--- src/rtl/hart_scheduler.sv ---
// Round-robin fetch scheduler for a four-hart barrel pipeline.
// It keeps a PC and a RUN/WAIT state per hart and issues one eligible hart per unstalled cycle.
module hart_scheduler #(
    parameter logic [31:0] BOOT_PC = 32'h0000_0000,
    parameter logic [31:0] PC_STEP = 32'd4
) (
    input  logic        clk,
    input  logic        reset,
    input  logic [3:0]  hart_enable,
    input  logic        stall,
    input  logic        block_req,
    input  logic [1:0]  block_hart,
    input  logic        wake_valid,
    input  logic [1:0]  wake_hart,
    input  logic        redirect_valid,
    input  logic [1:0]  redirect_hart,
    input  logic [31:0] redirect_pc,
    output logic        issue_valid,
    output logic [1:0]  issue_hart,
    output logic [31:0] issue_pc,
    output logic [3:0]  hart_ready,
    output logic        idle
);

    logic [31:0] pc_reg [4];
    logic [3:0]  run_reg;
    logic [1:0]  last_reg;
    logic        issue_valid_reg;
    logic [1:0]  issue_hart_reg;
    logic [31:0] issue_pc_reg;
    logic        idle_reg;

    logic [3:0]  eligible;
    logic        grant_valid;
    logic [1:0]  grant_hart;

    // A hart being blocked this cycle is already excluded from this cycle's grant.
    genvar gi;
    generate
        for (gi = 0; gi < 4; gi++) begin : g_elig
            assign eligible[gi] = hart_enable[gi] & run_reg[gi] &
                                  ~(block_req && (block_hart == 2'(gi)));
        end
    endgenerate

    always_comb begin
        logic [1:0] idx;
        grant_valid = 1'b0;
        grant_hart  = last_reg;
        idx         = last_reg;
        for (int k = 1; k <= 4; k++) begin
            idx = last_reg + 2'(k);
            if (!grant_valid && eligible[idx]) begin
                grant_valid = 1'b1;
                grant_hart  = idx;
            end
        end
    end

    generate
        for (gi = 0; gi < 4; gi++) begin : g_hart
            always_ff @(posedge clk) begin
                if (reset) begin
                    pc_reg[gi]  <= BOOT_PC;
                    run_reg[gi] <= 1'b1;
                end else begin
                    // Block takes precedence over a simultaneous wake of the same hart.
                    if (block_req && (block_hart == 2'(gi))) begin
                        run_reg[gi] <= 1'b0;
                    end else if (wake_valid && (wake_hart == 2'(gi))) begin
                        run_reg[gi] <= 1'b1;
                    end
                    if (redirect_valid && (redirect_hart == 2'(gi))) begin
                        pc_reg[gi] <= redirect_pc;
                    end else if (!stall && grant_valid && (grant_hart == 2'(gi))) begin
                        pc_reg[gi] <= pc_reg[gi] + PC_STEP;
                    end
                end
            end
        end
    endgenerate

    always_ff @(posedge clk) begin
        if (reset) begin
            last_reg        <= 2'd3;
            issue_valid_reg <= 1'b0;
            issue_hart_reg  <= 2'd0;
            issue_pc_reg    <= BOOT_PC;
            idle_reg        <= 1'b0;
        end else if (!stall) begin
            if (grant_valid) begin
                issue_valid_reg <= 1'b1;
                issue_hart_reg  <= grant_hart;
                issue_pc_reg    <= pc_reg[grant_hart];
                last_reg        <= grant_hart;
                idle_reg        <= 1'b0;
            end else begin
                issue_valid_reg <= 1'b0;
                idle_reg        <= 1'b1;
            end
        end
    end

    assign issue_valid = issue_valid_reg;
    assign issue_hart  = issue_hart_reg;
    assign issue_pc    = issue_pc_reg;
    assign hart_ready  = run_reg;
    assign idle        = idle_reg;

endmodule

--- config.mk ---
export PLATFORM = sky130hd
export DESIGN_NAME = hart_scheduler
export DESIGN_NICKNAME = d
export VERILOG_FILES = /design/src/rtl/hart_scheduler.sv
export SDC_FILE = /design/constraint.sdc
export NUM_CORES = 1
export LEC_CHECK = 0
export BUFFER_PORTS_ARGS = -buffer_cell sky130_fd_sc_hd__buf_2
export CELL_PAD_IN_SITES_DETAIL_PLACEMENT = 0
export CELL_PAD_IN_SITES_GLOBAL_PLACEMENT = 1
export CORE_ASPECT_RATIO = 1.75
export CORE_MARGIN = 10
export CORE_UTILIZATION = 49
export DETAILED_ROUTE_END_ITERATION = 12
export PLACE_DENSITY_LB_ADDON = 0.1
export SETUP_SLACK_MARGIN = 0.15
export SYNTH_ARGS = -nofsm -noshare
export SYNTH_HDL_FRONTEND = slang
export SYNTH_SLANG_ARGS = --single-unit
--- constraint.sdc ---
create_clock -name clk -period 12.3 [get_ports clk]
set_input_delay 3.075 -clock clk [delete_from_list [all_inputs] [get_ports clk]]
set_output_delay 3.075 -clock clk [all_outputs]
set_load 0.01 [all_outputs]
# After elaboration in Yosys (flattened, before gate mapping)

Memory sizes are Yosys's and may differ from the RTL's. A register that Yosys moved wholly into a read port is not among the register bits.
Cells that the tools add are included.

Mux-type cells: 64
Reduce and logical (&&, ||, !) cells: 33
Eq/ne operators: 12
$mul: 0
Div/mod/pow operators: 0
Bitwise operators: 21
$add $sub $neg: 7
$lt $le $gt $ge: 4
Shifts and indexed selects: 0

Operator list:

| cell                                                       | count |
|---|---|
| two-way mux 32 bit                                         | 8 |
| adder 32 x 3 -> 32 bit, second input constant              | 4 |
| two-way mux 1 bit                                          | 48 |
| logical AND 1 bit                                          | 20 |
| == test 2 bit, second input constant                       | 8 |
| less-than comparator 2 x 3 -> 1 bit, second input constant | 4 |
| bitwise AND 1 bit                                          | 8 |
| binary-select mux 1 bit (select 2 bit)                     | 4 |
| == test 2 x 1 -> 1 bit, second input constant              | 4 |
| logical NOT 2 bit                                          | 4 |
| two-way mux 2 bit                                          | 4 |
| OR 1 bit                                                   | 8 |
| nonzero test 2 bit                                         | 4 |
| NOT 1 bit                                                  | 5 |
| adder 2 bit, second input constant                         | 2 |
| logical NOT 1 bit                                          | 4 |
| adder 2 x 1 -> 2 bit, second input constant                | 1 |
| AND reduction 2 bit                                        | 1 |

Memory bits (writable): 128
Bits of input ports: 48
Word-level logic and storage cells: 150
Flip-flop bits (word level): 10
Output and inout bits: 40
Latch bits: 0
Memories: 1
Bits in read-only memories: 0

Memory list:

| name   | words | bits a word | rd ports | clocked after memory_dff | wr ports | RTL line | text |
|---|---|---|---|---|---|---|---|
| pc_reg | 4     | 32          | 5        | 1                        | 4        | 25       | `logic [31:0] pc_reg [4];` |

# Depth between registers and ports, before layout

Gate-level depths: netlist of the first run.

Word-level depth: 23
Mapped depth: 8

# Worst setup path before layout of the first run

No wires, ideal clock.

Path kind: in2reg
From: input block_hart[1]
To: memory pc_reg[3][10] (enable)
Library setup time: 424 ps
Path slack: 6,279 ps
Path buffers: 0
Stages: 5
Arrival time: 5,598 ps
Path through: or3b_1 -> a311oi_2 -> a221o_2 -> nor2_1 -> o21bai_1

RTL lines:

| what            | RTL line | text |
|---|---|---|
| start, declared | 12       | `input logic [1:0] block_hart,` |
| end, declared   | 25       |  |

==> metrics, run 1 <==
synthesized net count=1090; Num Clock Sinks=170; accumulated negative setup slack=0 ps; area enclosed by the die boundary=0.0262 mm2; sequential cell area fraction in the yosys report=0.480; area grow syn2layout=12.4%; worst slew slack as a fraction of its limit=0.220; pre-CTS setup slack=5050 ps; status=finished clean; clock root buffer=clkbuf_16; DP Area=0.0104 mm2; critical path cell sequence=buf_2 -> or3b_1 -> a311oi_2 -> a221oi_4 -> buf_4 -> nand2_2 -> or3_1 -> nand2b_1 -> buf_4; CP max stage delay=970 ps; category of the most critical setup path=in2reg; Req. time, crit path=12470 ps; most used flip-flop cell after synthesis=edfxtp_1; number of distinct library cells after synthesis=52; count of vias placed by the detailed router=8253; Buf/Inv on CP=3; detailed-route DRC error count=0; ratio of cells with drive above 1 in the final layout=0.133; setup repair after global routing missed its margin=false; Final setup viols=0; Worst Path Max Fanout=35; yosys synthesis warning count=0; H-tree levels=4; minimum clock period after layout=6840 ps; cell mode on critical path=buf_4; net count of the finished layout=1149; Hold Violations, Final=0; Antenna Violating Nets Remaining=0; Max Transition Viols Final=0; initial antenna violation count=0; y dimension of the die=207 um; largest net degree at the start of global routing=36; synth cell count leaders=164 x nand2_1, 128 x edfxtp_1, 97 x o21ai_0; cell total after placement=1323; number of DRC markers in iteration 0=748; filler-free cell count of the finished design=1355; clock slew at reported path FFs=70 ps; CP delay by family, top=simple AND/OR/NAND/NOR gates; clock buffer depth=2; final critical-path setup slack=5460 ps; category of the worst setup path capture point=register; FILL cells=1828; number of flip-flops in the largest register=128; share of the synthesized area in the top cell type=0.394; final setup skew=9.52 ps; # resized after CTS=0; max cap viols=0; insertion delay to the later sink of the worst-skew pair=440 ps; cell with the biggest individual delay on the critical path=or3_1; core footprint=0.0197 mm2; weighted congestion reported at the end of routability-driven placement=0.914; Post-CTS Setup Bufs=0; cell area after technology mapping=0.00975 mm2; average wire length per cell after detail routing=23.8 um; worst hold margin=484 ps; Power Total=1.52 mW; synthesized instance count=1038; antenna diode instance count=0; total wirelength of the detailed-routed design=32200 um; Congestion Overflow GR=0; DR vias/cell=6.09; average size of a mapped cell=9.39 um2; maximum clock frequency=146 MHz; effective utilization at floorplan=0.496; worst hold path class=reg2reg; most numerous cell in the Yosys netlist=nand2_1; floorplan die width=127 um; number of placement rows=68; async set or reset register ratio after synthesis=0; power per cell area=138 mW/mm2; largest area contributor in the synthesized netlist=edfxtp_1; total non-filler cell area in the finished layout=0.0110 mm2; CTS tree=built; I/O pin count=88; core occupancy in the finished layout=0.558; total routing resource utilization after global routing=0.243; transition time at the pin with the least slew margin=1170 ps; number of synthesized register bits=170; Crit path arrival time=7000 ps; top cells by area, synth=edfxtp_1 39%, dfxtp_1 8.6%, nand2_1 6.3%; global-route wire length before repair=48500 um; total CTS buffers=17; startpoint class of the critical path=primary input; leakage power total=3.84 nW; Hold Buf Count CTS=0; DP Wirelength=23300 um; number of detailed-routing iterations run before antenna repair=5; Port Buf Inserts=87; final clock period utilization by the worst path=0.556; Post-synth EDFFs=128; number of global-route vias before repair=8252; maximum VDD drop=0.0000989 V
==> area by class of cell <==
class / count / area (um2) / area share
tap: 245 / 307 / 0.0280
clock inverter: 11 / 108 / 0.00982
sequential: 170 / 4680 / 0.427
clock buffer: 21 / 483 / 0.0441
multi-input combinational: 786 / 4770 / 0.435
inverter: 22 / 82.6 / 0.00753
timing repair buffer: 100 / 533 / 0.0486
==> kinds of logic (layout without fill, tap and decap cells) <==
group                      Yosys count  after routing  share of synthesized area
adders and majority gates            4              4                    0.00513
buffers and inverters               82            154                     0.0348
xor gates and xnor gates           112            112                      0.101
DFF                                170            170                      0.480
and+or+nand+nor                    391            391                      0.191
muxes                               29             29                     0.0335
AOI/OAI and AO/OA                  250            250                      0.154
==> cell usage in the layout (no fill, tap or decap), drive strengths merged, types with 2 or more instances in the layout <==
cell and count:
xor2 56, inv 25, a31oi 4, nor3b 3
clkinv 5, nand4 24, clkinvlp 2, nor2 41
and4 9, nand3 76, edfxtp 128, clkbuf 21
buf 100, or3 4, a221o 33, a21oi 36
xnor2 56, nand2 165, o22ai 2, nor4 2
nor3 16, and2 14, nor2b 6, o21bai 7
ha 4, nand2b 2, and3 23, and3b 2
o21ai 158, mux2 29, dfxtp 42
==> worst paths after layout <==
kind                       from            end  slack, ps  cells after the start
setup / recovery  block_hart[1]  pc_reg[2][14]       5460                      9
hold / removal     issue_pc[26]   issue_pc[26]        480                      1
setup reg to reg    last_reg[1]  pc_reg[2][14]       7930                      7
hold reg to reg    issue_pc[26]   issue_pc[26]        480                      1
==> power breakdown <==
part / leakage, nW / switching, mW / internal [mW]
Combinational: 1.86 / 0.153 / 0.0830
Sequential: 1.69 / 0.0552 / 0.677
Clock: 0.285 / 0.242 / 0.305
==> metal layers <==
metal	up-vias	wire length, um	GRT usage
met5	-	0	0
met3	84	1540	0.0450
met1	4002	11600	0.251
met4	0	2310	0.177
li1	3886	-	-
met2	281	16800	0.431
Power figures use the tool's default switching activity.
==> run 2: changes to the inputs <==
--- a/config.mk
+++ b/config.mk
@@ -10,7 +10,7 @@
 export CELL_PAD_IN_SITES_GLOBAL_PLACEMENT = 1
 export CORE_ASPECT_RATIO = 1.75
 export CORE_MARGIN = 10
-export CORE_UTILIZATION = 49
+export CORE_UTILIZATION = 47
 export DETAILED_ROUTE_END_ITERATION = 12
 export PLACE_DENSITY_LB_ADDON = 0.1
 export SETUP_SLACK_MARGIN = 0.15
==> constraint.sdc (replaced) <==
create_clock -name clk -period 6.5 [get_ports clk]
set_input_delay 1.625 -clock clk [delete_from_list [all_inputs] [get_ports clk]]
set_output_delay 1.625 -clock clk [all_outputs]
set_load 0.01 [all_outputs]
==> metrics, run 2 (synthesis gave the netlist of run 1 again) <==
Hold Buf Count CTS=0; number of placement rows=69; worst hold margin=490 ps; pre-CTS setup slack=1680 ps; Power Total=2.83 mW; Final setup viols=0; clock root buffer=clkbuf_16; Hold Violations, Final=0; total CTS buffers=17; total wirelength of the detailed-routed design=32400 um; DR vias/cell=6.05; status=finished clean; I/O pin count=88; Congestion Overflow GR=0; accumulated negative setup slack=0 ps; CTS tree=built; area enclosed by the die boundary=0.0271 mm2; Num Clock Sinks=170; clock slew at reported path FFs=60 ps; # resized after CTS=0; transition time at the pin with the least slew margin=1180 ps; DP Wirelength=23500 um; effective utilization at floorplan=0.479; commonest non-fill, non-tap cell in the layout=nand2_1; CP delay by family, top=simple AND/OR/NAND/NOR gates; Max Transition Viols Final=0; max cap viols=0; average wire length per cell after detail routing=23.8 um; weighted congestion reported at the end of routability-driven placement=0.858; critical path cell sequence=buf_2 -> and3b_1 -> o221ai_1 -> o41a_1 -> buf_4 -> nand2_2 -> or3_1 -> buf_4 -> nand2b_1 -> buf_4; largest net degree at the start of global routing=36; category of the most critical setup path=in2reg; filler-free cell count of the finished design=1362; maximum VDD drop=0.000165 V; number of detailed-routing iterations run before antenna repair=5; y dimension of the die=211 um; Sequential Area=0.00468 mm2; number of DRC markers in iteration 0=615; Worst Path Max Fanout=34; area occupied by multi-input gates=0.00477 mm2; minimum clock period after layout=4370 ps; Post-CTS Setup Bufs=0; final clock period utilization by the worst path=0.672; Port Buf Inserts=87; CP max stage delay=530 ps; power per cell area=258 mW/mm2; worst slew slack as a fraction of its limit=0.215; cell with the biggest individual delay on the critical path=nand2b_1; FILL cells=1936; H-tree levels=4; floorplan die width=129 um; clock buffer depth=2; global-route wire length before repair=49000 um; total routing resource utilization after global routing=0.240; antenna diode instance count=0; number of global-route vias before repair=8179; initial antenna violation count=0; commonest cells after routing, fill and taps aside=164 x nand2_1, 128 x edfxtp_1, 97 x o21ai_0; leakage power total=3.86 nW; core footprint=0.0204 mm2; count of vias placed by the detailed router=8238; cell mode on critical path=buf_4; category of the worst setup path capture point=register; final critical-path setup slack=2130 ps; worst hold path class=reg2reg; Antenna Violating Nets Remaining=0; net count of the finished layout=1153; setup repair after global routing missed its margin=false; Buf/Inv on CP=4; maximum clock frequency=229 MHz; cell total after placement=1330; ratio of cells with drive above 1 in the final layout=0.137; Crit path arrival time=4500 ps; area grow syn2layout=12.5%; detailed-route DRC error count=0; number of flip-flops in the largest register=128; startpoint class of the critical path=primary input; Req. time, crit path=6630 ps; insertion delay to the later sink of the worst-skew pair=450 ps; final setup skew=12.5 ps
run 2: cell types whose count changed in the layout (fill, tap and decap cells not counted), sizes merged:
| cell | previous run | this run |
|---|---|---|
| clkbuf | 21 | 20 |
| buf | 100 | 104 |
| clkinvlp | 2 | 0 |
| bufinv | 1 | 0 |
| inv | 25 | 29 |
run 2: path summary, 6_finish.rpt:
kind	start	cells after the start	end	slack, ps
worst max-delay path	block_req	10	pc_reg[2][20]	2130
worst max register to register	hart_ready[0]	9	pc_reg[2][20]	3170
worst min-delay path	issue_pc[24]	1	issue_pc[24]	490
worst min register to register	issue_pc[24]	1	issue_pc[24]	490
run 2: worst reg2reg max path, cell delays in order, from the launching register on:
cell      delay (ps)
dfxtp_1          380
nand2_1           90
o221ai_1         340
o41a_1           220
buf_4            360
nand2_2           90
or3_1            380
buf_4            250
nand2b_1         530
buf_4            370
run 2: metrics by stage:
| stage | cell area, um2 | utilization |
|---|---|---|
| global route | 11000 | 0.538 |
| CTS | 11000 | 0.538 |
| global placement | 10400 | 0.511 |
| finish | 11000 | 0.538 |
| floorplan | 9750 | - |
| detailed placement | 10400 | 0.511 |
run 2: report_power, final:
group / internal [mW] / switching [mW]
registers: 1.28 / 0.108
clock network: 0.537 / 0.460
logic: 0.159 / 0.285
run 2: final cells by class:
cell class	count	share of cell area
multi-input cells	786	0.435
flip-flops and latches	170	0.427
repair buffers	104	0.0513
clock buffers	20	0.0437
well taps	248	0.0283
inverters	22	0.00753
clock inverters	12	0.00742
run 2: routing by layer:
metal | track usage | vias up | part of all wire
met3 | 0.0430 | 88 | 0.044
li1 | - | 3885 | -
met2 | 0.424 | 305 | 0.52
met1 | 0.252 | 3960 | 0.37
met5 | 0 | - | 0
met4 | 0.165 | 0 | 0.070
==> run 3: changes to the inputs <==
--- a/config.mk
+++ b/config.mk
@@ -10,7 +10,7 @@
 export CELL_PAD_IN_SITES_GLOBAL_PLACEMENT = 1
 export CORE_ASPECT_RATIO = 1.75
 export CORE_MARGIN = 10
-export CORE_UTILIZATION = 47
+export CORE_UTILIZATION = 42
 export DETAILED_ROUTE_END_ITERATION = 12
 export PLACE_DENSITY_LB_ADDON = 0.1
 export SETUP_SLACK_MARGIN = 0.15
==> constraint.sdc (replaced) <==
create_clock -name clk -period 3.79 [get_ports clk]
set_input_delay 0.9475 -clock clk [delete_from_list [all_inputs] [get_ports clk]]
set_output_delay 0.9475 -clock clk [all_outputs]
set_load 0.01 [all_outputs]
==> metrics, run 3 (synthesis gave the netlist of run 1 again) <==
H-tree levels=4; effective utilization at floorplan=0.427; # resized after CTS=0; hold-critical path depth=1; minimum clock period after layout=2860 ps; r2r startpoint=last_reg[1]; Req. time, crit path=4090 ps; insertion delay to the later sink of the worst-skew pair=450 ps; floorplan die width=135 um; FILL cells=2266; number of DRC markers in iteration 0=692; number of detailed-routing iterations run before antenna repair=5; DP Area=0.0106 mm2; area occupied by multi-input gates=0.00477 mm2; DR vias/cell=5.85; final setup skew=12.2 ps; worst hold path class=reg2reg; Hold Buf Count CTS=0; count of vias placed by the detailed router=8291; number of placement rows=73; total routing resource utilization after global routing=0.228; DP Wirelength=24700 um; max cap viols=0; average wire length per cell after detail routing=24.0 um; pre-CTS setup slack=440 ps; number of global-route vias before repair=8380; Reg-to-Reg End=pc_reg[3][9]; Crit path arrival time=3160 ps; antenna diode instance count=0; Final setup viols=0; total non-filler cell area in the finished layout=0.0112 mm2; commonest non-fill, non-tap cell in the layout=nand2_1; worst slew slack as a fraction of its limit=0.401; area enclosed by the die boundary=0.0300 mm2; weighted congestion reported at the end of routability-driven placement=0.898; Max Transition Viols Final=0; global-route wire length before repair=51600 um; net count of the finished layout=1157; CTS tree=built; Sequential Area=0.00468 mm2; total wirelength of the detailed-routed design=34100 um; final critical-path setup slack=928 ps; category of the most critical setup path=in2reg; status=finished clean; transition time at the pin with the least slew margin=898 ps; I/O pin count=88; y dimension of the die=222 um; Worst Path Max Fanout=30; startpoint class of the critical path=primary input; accumulated negative setup slack=0 ps; number of cells traversed by the worst register-to-register path=5; final clock period utilization by the worst path=0.755; detailed-route DRC error count=0; Num Clock Sinks=170; Hold Violations, Final=0; area grow syn2layout=14.7%; commonest cells after routing, fill and taps aside=164 x nand2_1, 128 x edfxtp_1, 97 x o21ai_0; worst-case hold path end point=issue_pc[0]; clock buffer depth=2; Congestion Overflow GR=0; clock slew at reported path FFs=70 ps; Post-CTS Setup Bufs=0; leakage power total=3.91 nW; Antenna Violating Nets Remaining=0; core footprint=0.0228 mm2; maximum clock frequency=349 MHz; clock root buffer=clkbuf_16; Worst Hold Launch=issue_pc[0]; power per cell area=449 mW/mm2; ratio of cells with drive above 1 in the final layout=0.141; maximum VDD drop=0.000358 V; initial antenna violation count=0; Register-to-Register Setup Slack=1260 ps; number of flip-flops in the largest register=128; largest net degree at the start of global routing=35; category of the worst setup path capture point=register; setup repair after global routing missed its margin=false; Port Buf Inserts=87; worst hold margin=495 ps; total CTS buffers=17
-- run 3: cell types whose count changed in the layout (fill, tap and decap cells not counted), sizes merged --
cell,before,now
clkinvlp,0,2
buf,104,108
clkinv,5,2
bufinv,0,1
-- run 3: through the flow --
step | std cells | util | power [mW]
after floorplan | 1038 | - | 2.82
after global placement | 1386 | 0.463 | 3.22
after detailed placement | 1386 | 0.463 | 3.22
after CTS | 1418 | 0.490 | 5.06
after global routing | 1418 | 0.490 | 5.20
final | 1418 | 0.490 | 5.03
-- run 3: how the worst max path moves through the flow --
stage                       start            end  cells after the start
finish              block_hart[0]   pc_reg[3][9]                      7
global placement    block_hart[0]   issue_pc[24]                      8
floorplan           block_hart[1]  pc_reg[2][10]                      6
global route        block_hart[0]   pc_reg[3][4]                      7
CTS                 block_hart[0]   pc_reg[3][9]                      7
detailed placement  block_hart[0]  pc_reg[3][17]                      7
-- run 3: final cells by class --
type | count | share of cell area
clock buffers | 20 | 0.0437
clock inverters | 12 | 0.0108
inverters | 22 | 0.00738
multi-input cells | 786 | 0.426
flip-flops and latches | 170 | 0.419
well taps | 300 | 0.0336
repair buffers | 108 | 0.0597
-- run 3: worst max-delay path: stages --
cell,delay (ps)
buf_2,120
and3_1,270
nor4b_1,630
a221o_2,250
nor2_1,130
or3_4,610
o21ai_1,190
-- run 3: report_power, final --
group,switching (mW),internal (mW)
sequential,0.186,2.20
combinational,0.504,0.297
clock,0.826,1.02
-- run 3: routing by layer --
metal	part of all wire	vias to the layer above	track usage
li1	-	3902	-
met5	0	-	0
met4	0.054	0	0.135
met1	0.36	4088	0.232
met3	0.040	69	0.0406
met2	0.55	232	0.416
